==> src/rtl/interpolator.sv <==
`default_nettype none
// ============================================================================
//  Module      : interpolator
//  Description : Linear 2^M-times upsampler. Low-rate unsigned samples enter
//                over a valid/ready handshake. Each ena tick in RUN emits one
//                sample on the straight line from the previous to the current
//                input, taking exactly 2^M ticks per input interval. A
//                one-entry holding register (nxt) refills the segment
//                seamlessly when the current segment ends.
//  Ports       : cclk            clock, all logic on the rising edge
//                rst             asynchronous active-high reset
//                ena             high-rate output tick
//                clr             synchronous clear of the underrun status
//                in_data/in_valid/in_ready  low-rate sample handshake
//                out_data        interpolated sample (registered)
//                out_valid       one-cycle pulse, cycle after a productive ena
//                underrun        sticky: segment ended with nothing buffered
//                underrun_count  (INTERP_UNDERRUN_CNT_EN only) saturating
//                                16-bit count of underrun events
//  Options     : INTERP_UNDERRUN_CNT_EN adds the underrun_count port/counter.
//  Revision    : 1.0  initial release
// ============================================================================
module interpolator #(
    parameter int N = 8,
    parameter int M = 2
) (
    input  logic         cclk,
    input  logic         rst,
    input  logic         ena,
    input  logic         clr,
    input  logic [N-1:0] in_data,
    input  logic         in_valid,
    output logic         in_ready,
    output logic [N-1:0] out_data,
    output logic         out_valid,
    output logic         underrun
`ifdef INTERP_UNDERRUN_CNT_EN
    ,
    output logic [15:0]  underrun_count
`endif
);

    localparam int            c_AW         = N + M + 1;
    localparam logic [M-1:0]  c_PHASE_LAST = '1;

    typedef enum logic [1:0] {
        S_EMPTY  = 2'd0,
        S_PRIMED = 2'd1,
        S_RUN    = 2'd2
    } state_t;

    state_t            r_state,     w_state;
    logic [N-1:0]      r_prev,      w_prev;
    logic [N-1:0]      r_cur,       w_cur;
    logic [N-1:0]      r_nxt,       w_nxt;
    logic              r_nxt_full,  w_nxt_full;
    logic [c_AW-1:0]   r_acc,       w_acc;
    logic [N:0]        r_step,      w_step;
    logic [M-1:0]      r_phase,     w_phase;
    logic [N-1:0]      r_out_data,  w_out_data;
    logic              r_out_valid, w_out_valid;
    logic              r_underrun,  w_underrun;
    logic              w_xfer;
    logic              w_set_underrun;
    logic [N-1:0]      w_sample;

    // Ready depends on registers only, so it never loops back through in_valid.
    assign in_ready  = (r_state != S_RUN) | ~r_nxt_full;
    assign w_xfer    = in_valid & in_ready;

    assign out_data  = r_out_data;
    assign out_valid = r_out_valid;
    assign underrun  = r_underrun;

    always_comb begin
        w_state        = r_state;
        w_prev         = r_prev;
        w_cur          = r_cur;
        w_nxt          = r_nxt;
        w_nxt_full     = r_nxt_full;
        w_acc          = r_acc;
        w_step         = r_step;
        w_phase        = r_phase;
        w_out_data     = r_out_data;
        w_out_valid    = 1'b0;
        w_set_underrun = 1'b0;
        w_sample       = r_nxt_full ? r_nxt : in_data;

        case (r_state)
            S_EMPTY: begin
                if (w_xfer) begin
                    w_prev  = in_data;
                    w_state = S_PRIMED;
                end
            end
            S_PRIMED: begin
                if (w_xfer) begin
                    w_cur   = in_data;
                    w_step  = {1'b0, in_data} - {1'b0, r_prev};
                    w_acc   = {1'b0, r_prev, {M{1'b0}}};
                    w_phase = '0;
                    w_state = S_RUN;
                end
            end
            S_RUN: begin
                if (w_xfer) begin
                    w_nxt      = in_data;
                    w_nxt_full = 1'b1;
                end
                if (ena) begin
                    // acc holds the line value scaled by 2^M; its integer
                    // part is the floor of the interpolated sample.
                    w_out_data  = r_acc[N+M-1:M];
                    w_out_valid = 1'b1;
                    w_acc       = r_acc + {{M{r_step[N]}}, r_step};
                    w_phase     = r_phase + M'(1);
                    if (r_phase == c_PHASE_LAST) begin
                        w_prev = r_cur;
                        // A sample arriving on the very last tick is taken
                        // straight into the next segment instead of nxt.
                        if (r_nxt_full || w_xfer) begin
                            w_cur      = w_sample;
                            w_step     = {1'b0, w_sample} - {1'b0, r_cur};
                            w_acc      = {1'b0, r_cur, {M{1'b0}}};
                            w_nxt_full = 1'b0;
                        end else begin
                            w_set_underrun = 1'b1;
                            w_state        = S_PRIMED;
                        end
                    end
                end
            end
            default: begin
                w_state = S_EMPTY;
            end
        endcase

        w_underrun = r_underrun | w_set_underrun;
        if (clr) begin
            w_underrun = 1'b0;
        end
    end

    always_ff @(posedge cclk or posedge rst) begin
        if (rst) begin
            r_state     <= S_EMPTY;
            r_prev      <= '0;
            r_cur       <= '0;
            r_nxt       <= '0;
            r_nxt_full  <= 1'b0;
            r_acc       <= '0;
            r_step      <= '0;
            r_phase     <= '0;
            r_out_data  <= '0;
            r_out_valid <= 1'b0;
            r_underrun  <= 1'b0;
        end else begin
            r_state     <= w_state;
            r_prev      <= w_prev;
            r_cur       <= w_cur;
            r_nxt       <= w_nxt;
            r_nxt_full  <= w_nxt_full;
            r_acc       <= w_acc;
            r_step      <= w_step;
            r_phase     <= w_phase;
            r_out_data  <= w_out_data;
            r_out_valid <= w_out_valid;
            r_underrun  <= w_underrun;
        end
    end

`ifdef INTERP_UNDERRUN_CNT_EN
    logic [15:0] r_underrun_count;
    logic [15:0] w_underrun_count;

    always_comb begin
        w_underrun_count = r_underrun_count;
        if (w_set_underrun && (r_underrun_count != 16'hFFFF)) begin
            w_underrun_count = r_underrun_count + 16'd1;
        end
        if (clr) begin
            w_underrun_count = 16'd0;
        end
    end

    always_ff @(posedge cclk or posedge rst) begin
        if (rst) begin
            r_underrun_count <= 16'd0;
        end else begin
            r_underrun_count <= w_underrun_count;
        end
    end

    assign underrun_count = r_underrun_count;
`endif

endmodule
`default_nettype wire

==> config.mk <==
export PLATFORM = sky130hd
export DESIGN_NAME = interpolator
export DESIGN_NICKNAME = d
export VERILOG_FILES = /design/src/rtl/interpolator.sv
export SDC_FILE = /design/constraint.sdc
export NUM_CORES = 1
export LEC_CHECK = 0
export BUFFER_PORTS_ARGS = -buffer_cell sky130_fd_sc_hd__buf_2
export CAP_MARGIN = 0
export CORE_ASPECT_RATIO = 2
export CORE_MARGIN = 4
export CORE_UTILIZATION = 65
export CTS_BUF_LIST = sky130_fd_sc_hd__clkbuf_8
export DETAILED_ROUTE_END_ITERATION = 10
export PLACE_DENSITY_LB_ADDON = 0.15
export SYNTH_ARGS = -nofsm -noshare
export SYNTH_HDL_FRONTEND = slang
export SYNTH_SLANG_ARGS = --single-unit
==> constraint.sdc <==
create_clock -name cclk -period 7 [get_ports cclk]
set_input_delay 0.7 -clock cclk [delete_from_list [all_inputs] [get_ports cclk]]
set_output_delay 0.7 -clock cclk [all_outputs]
set_load 0.01 [all_outputs]
==> flow_summary.toml, run 1 <==
[finish]
final_cell_area_um2 = 4020
antenna_cells = 0
nFillCells = 414
layout_common_cells = "62 x nand2_1, 58 x dfrtp_1, 39 x nor2_1"
post-route-util = 0.736
drive_gt1_frac = 0.137
nets = 476
area_growth_pct = 9.57
final_common_cell = "nand2_1"

[synth]
synth_top_family_by_area = "compound AO/OA/AOI/OAI gates"
synth-simple-area-share = 0.182
yosys-mux-area-fraction = 0.0627
ys_seq_area_frac = 0.395
ys_types = 54
ys_warn_count = 0
syn-cell-area_um2 = 3670
async_reset_ff_frac = 1.00
synth-compound-area-share = 0.185
syn_inst = 411
synth_flop_cell = "dfrtp_1"
synthAdderAreaFrac = 0.105
synth_area_per_cell_um2 = 8.93
synth-xor-area-share = 0.0310
synth_fp_nets = 453
synth_edf_count = 0
ys_ff_latch = 58

[sta]
rsz0062_at_grt = "false"
final_hold_viol_count = 0
worst_slack_ns = 4.25
fin_setup_tns_ns = 0
setup_viol = 0
finalMaxSlewViolations = 0
whs_ns = 0.467
worst-slew-pin-transition_ns = 1.11
clock_skew_ns = 0.00691
min_period_ns = 2.75
min_period_over_period = 0.393
fmax_ghz = 0.363
max-slew-margin-rel = 0.257

[global_routing]
grt_pass1_vias = 3180
grt_max_degree = 59
groute.usage.overall = 0.284
grt_pass1_wl_um = 14700
antenna_found_initial = 0
overflow = 0

[placed_design]
portBuffers = 23
routabilityCongestion = 0.900
hpwlAfterDp_um = 6400
pre_cts_ws_ns = 4.22
placed_area_um2 = 3820

[routing]
drc = 0
wirelength_um = 8800
drtIter0Drc = 163
wl_per_cell_um = 17.7
viasPerCell = 6.29
firstDrtPassIters = 5
drt.antenna.violating_nets = 0
vias = 3131

[clocking]
path_clk_slew_ns = 0.06
tritoncts = "built"
cts_resized = 0
cts.path.max_buffers = 2
insertion_delay_ns = 0.35
hold_buffers = 0
clock-root-buffer = "clkbuf_8"
cts_max_level = 3
clkSinkCount = 58
cts_buffers = 9
post-cts-setup-buffer-count = 0

[power]
leakagePower_nw = 1.91
p_per_area_nw_per_um2 = 549
ir_worst_vdd_mv = 0.346

[critical_path]
arrival_ns = 2.98
reg2reg_to = "r_cur[0]"
endpoint_kind = "register"
critical_path_class = "register to register"
timing.rr.start = "r_nxt_full"
path_max_fanout = 13
r2r_cells = 5
ff2ff_setup_slack_ns = 4.25
critPathLaunchType = "register"
worstPathRequired_ns = 7.23

[job]
maxCapViolations = 0

[worst_hold_path]
hp-class = "register to register"
holdPathEnd = "out_data[1]"
min_path_cells = 2
worstHoldStart = "out_data[1]"

[die]
core_region_area_um2 = 5470
floorplan.initialDensity = 0.672
die_area_um2 = 6990
num_rows = 38
ios = 24
die_x_um = 61.2
fp.dieH_um = 114

[outcome]
outcome = "complete, no violations"
-- worst max path at each step --
| stage | start | to | slack (ns) | cells after the start |
|---|---|---|---|---|
| after floorplan | r_nxt_full | r_step[3] | 4.52 | 9 |
| after global placement | in_valid | r_cur[0] | 4.29 | 6 |
| after detailed placement | in_valid | r_cur[0] | 4.22 | 6 |
| after CTS | r_nxt_full | r_cur[0] | 4.27 | 5 |
| after global routing | r_nxt_full | r_cur[1] | 4.05 | 5 |
| final | r_nxt_full | r_cur[0] | 4.25 | 5 |
-- logic make-up (layout without fill, tap and decap cells) --
family          after synthesis  count (layout)
simple gates                148             148
compound gates              108             108
flops                        58              58
buf+inv                      34              61
fa+ha+maj                    29              29
mux                          21              21
xor+xnor                     13              13
-- registers in the layout (all words and copies together), names as in the netlist --
signal and flops:
r_acc 10, r_step 9, out_data 8, r_cur 8
r_nxt 8, r_prev 8, r_phase 2, r_state 2
out_valid 1, r_nxt_full 1, underrun 1
-- metrics by stage --
step / total power, W / std cells
2_1_floorplan: 0.00157 / 411
3_3_place_gp: 0.00182 / 483
3_5_place_dp: 0.00186 / 483
4_1_cts: 0.00220 / 498
5_1_grt: 0.00239 / 498
6_report: 0.00221 / 498
-- report_power, final --
part,internal [W],total (W),switching [W]
combinational,0.000543,0.00125,0.000712
clock,0.000189,0.000318,0.000128
sequential,0.000494,0.000636,0.000142
-- cell type report --
class / instances / area, um^2 / area share
flip-flops and latches: 58 / 1450 / 0.361
multi-input cells: 319 / 2080 / 0.517
clock buffers: 12 / 165 / 0.0410
clock inverters: 3 / 38.8 / 0.00964
well taps: 60 / 75.1 / 0.0187
inverters: 20 / 75.1 / 0.0187
repair buffers: 26 / 138 / 0.0342
-- metal layers --
layer  routed length [um]  GRT usage  vias up
li1                     -          -     1498
met1                 3370      0.322     1487
met2                 4670      0.476      117
met3                  466     0.0530       29
met4                  296      0.159        0
met5                    0          0        -
-- critical path, stage by stage (launching register included) --
cell and delay [ns]:
dfrtp_1 0.72, nor2_1 0.22, nor2b_1 0.62, nand2_1 0.27, nand2_1 0.41, mux2_2 0.39
-- synth_stat cells (2+ instances only) --
library cell | instances | share of area
nand2_1 | 62 | 0.063
o211ai_1 | 3 | 0.0061
mux2i_1 | 5 | 0.014
buf_4 | 3 | 0.0061
clkbuf_1 | 5 | 0.0051
nand3_1 | 10 | 0.014
mux2_2 | 7 | 0.021
nor3_1 | 4 | 0.0055
nor2b_1 | 8 | 0.014
inv_1 | 19 | 0.019
fa_1 | 3 | 0.016
a22o_1 | 2 | 0.0048
buf_1 | 3 | 0.0031
a221oi_1 | 2 | 0.0048
nor2_1 | 39 | 0.040
xnor2_1 | 7 | 0.017
a21oi_1 | 36 | 0.049
o221ai_1 | 2 | 0.0048
and2_1 | 7 | 0.012
dfrtp_1 | 58 | 0.40
or3_1 | 7 | 0.012
o21a_1 | 4 | 0.0082
nand2b_1 | 3 | 0.0051
a31oi_1 | 8 | 0.014
a211oi_1 | 5 | 0.010
ha_1 | 26 | 0.089
a21o_1 | 3 | 0.0061
buf_2 | 3 | 0.0041
o21ai_1 | 13 | 0.018
xor2_1 | 6 | 0.014
mux2_1 | 9 | 0.028
o21ai_0 | 17 | 0.023
Note: power is estimated with default switching activity, not from simulation.
==> inputs of run 2 (changes only) <==
--- a/config.mk
+++ b/config.mk
@@ -9,7 +9,7 @@
 export CAP_MARGIN = 0
 export CORE_ASPECT_RATIO = 2
 export CORE_MARGIN = 4
-export CORE_UTILIZATION = 65
+export CORE_UTILIZATION = 63
 export CTS_BUF_LIST = sky130_fd_sc_hd__clkbuf_8
 export DETAILED_ROUTE_END_ITERATION = 10
 export PLACE_DENSITY_LB_ADDON = 0.15
==> constraint.sdc (replaced) <==
create_clock -name cclk -period 2.7 [get_ports cclk]
set_input_delay 0.27 -clock cclk [delete_from_list [all_inputs] [get_ports cclk]]
set_output_delay 0.27 -clock cclk [all_outputs]
set_load 0.01 [all_outputs]
==> run 2 against run 1 <==
Non-clock buffer count up 7. Clock skew down 0.00058 ns. Largest power group unchanged. Cell area is essentially flat. Critical path type unchanged. Clock-buffer cell count shrank 2. First-iteration DRC count up 0.61%. Register-to-register slack worse by 4.0 ns. Clock power grew 110%. Sequential share of layout area hardly changed.
==> flow_summary.toml, run 2 (synthesis results as in run 1) <==
[power]
p_switching_w = 0.00251
leakagePower_nw = 1.93
p_per_area_nw_per_um2 = 1380
comb_power_share = 0.592
swShare = 0.451
ir_worst_vdd_mv = 1.10
power_w = 0.00558
clkPwrFrac = 0.118
p_int_w = 0.00306
power_frac_seq = 0.289

[sta]
setup_viol = 0
whs_ns = 0.0675
final_hold_viol_count = 0
worst_slack_ns = 0.281
worst-slew-pin-transition_ns = 0.766
fin_setup_tns_ns = 0
clock_skew_ns = 0.00633
finalMaxSlewViolations = 0
fmax_ghz = 0.413
min_period_ns = 2.42
max-slew-margin-rel = 0.488
rsz0062_at_grt = "false"
min_period_over_period = 0.896

[die]
die_area_um2 = 7190
ios = 24
floorplan.initialDensity = 0.643
core_region_area_um2 = 5710
num_rows = 39
fp.dieH_um = 116
die_x_um = 62.0

[routing]
wirelength_um = 8780
viasPerCell = 6.18
drc = 0
firstDrtPassIters = 4
vias = 3120
wl_per_cell_um = 17.4
drtIter0Drc = 164
drt.antenna.violating_nets = 0

[critical_path]
endpoint_kind = "register"
max_stage_delay_ns = 0.61
critPathLaunchType = "register"
critical_path_class = "register to register"
arrival_ns = 2.66
crit_top_cell = "nand2_1"
worstPathCellList = "buf_4 > nor2_1 > nor2b_1 > nand2_1 > nand2_1 > mux2_2"
slowest_stage = "nor2b_1"
worstPathRequired_ns = 2.94
path_max_fanout = 10

[worst_hold_path]
hp-class = "input port to register"

[global_routing]
grt_pass1_vias = 3093
grt_max_degree = 59
grt_pass1_wl_um = 14700
antenna_found_initial = 0
groute.usage.overall = 0.281
overflow = 0

[clocking]
tritoncts = "built"
cts_max_level = 3
cts.path.max_buffers = 2
clkSinkCount = 58
hold_buffers = 0
clock-root-buffer = "clkbuf_8"
post-cts-setup-buffer-count = 0
cts_resized = 0
insertion_delay_ns = 0.35
cts_buffers = 9
path_clk_slew_ns = 0.06

[finish]
largest_reg_flops = 10
reg_top3 = "r_acc: 10 flops, r_step: 9 flops"
nFillCells = 473
nets = 483
layout_common_cells = "62 x nand2_1, 58 x dfrtp_1, 39 x nor2_1"
top_register = "r_acc"
drive_gt1_frac = 0.142
post-route-util = 0.705
final_common_cell = "nand2_1"
area_growth_pct = 9.64
multi_input_area_um2 = 2080
regArea_um2 = 1450
antenna_cells = 0

[placed_design]
routabilityCongestion = 0.941
portBuffers = 23
pre_cts_ws_ns = 0.306
hpwlAfterDp_um = 6520

[job]
maxCapViolations = 0

[outcome]
outcome = "complete, no violations"
[run 2: cell types whose count changed in the layout (fill, tap and decap cells not counted)]
| cell | delta |
|---|---|
| clkinv_2 | -1 |
| bufinv_16 | -1 |
| inv_1 | +3 |
| buf_4 | +7 |
| clkbuf_8 | -2 |
[run 2: path summary, 6_finish.rpt]
path	startpoint	end	slack (ns)	depth (start not counted)
worst max register to register	r_nxt_full	r_cur[0]	0.28	6
min in group asynchronous	rst	r_acc[1]	0.12	3
worst max-delay path	r_nxt_full	r_cur[0]	0.28	6
max in group asynchronous	rst	r_prev[6]	2.08	3
worst min-delay path	clr	underrun	0.07	2
worst min register to register	out_data[2]	out_data[2]	0.47	2
[run 2: metal layers]
metal	wire length, um	GRT usage
met3	398	0.0624
met1	3400	0.319
met5	0	0
met2	4560	0.458
met4	429	0.173
[run 2: stage by stage]
stage               instance area (um^2)  cells
floorplan                           3670    411
global placement                    3870    491
detailed placement                  3870    491
CTS                                 4030    505
global route                        4030    505
finish                              4030    505
[run 2: power by group through the flow]
stage | sequential [W] | clock [W] | combinational, W
2_1_floorplan | 0.00155 | 0 | 0.00252
3_3_place_gp | 0.00161 | 0 | 0.00316
3_5_place_dp | 0.00162 | 0 | 0.00326
4_1_cts | 0.00161 | 0.000665 | 0.00329
5_1_grt | 0.00166 | 0.000719 | 0.00372
6_report | 0.00161 | 0.000661 | 0.00330
[run 2: worst max-delay path: cells and delay by family, from the launching register on]
kind	cells	cell delay, ns
buffers and inverters	1	0.23
flip-flops	1	0.46
multiplexers	1	0.36
AND/OR/NAND/NOR	4	1.26
[run 2: final cells by class]
type	count	share of cell area
Timing Repair Buffer	33	0.0472
Tap cell	61	0.0190
Sequential cell	58	0.360
Multi-Input combinational cell	319	0.517
Inverter	20	0.0186
Clock inverter	4	0.00373
Clock buffer	10	0.0342
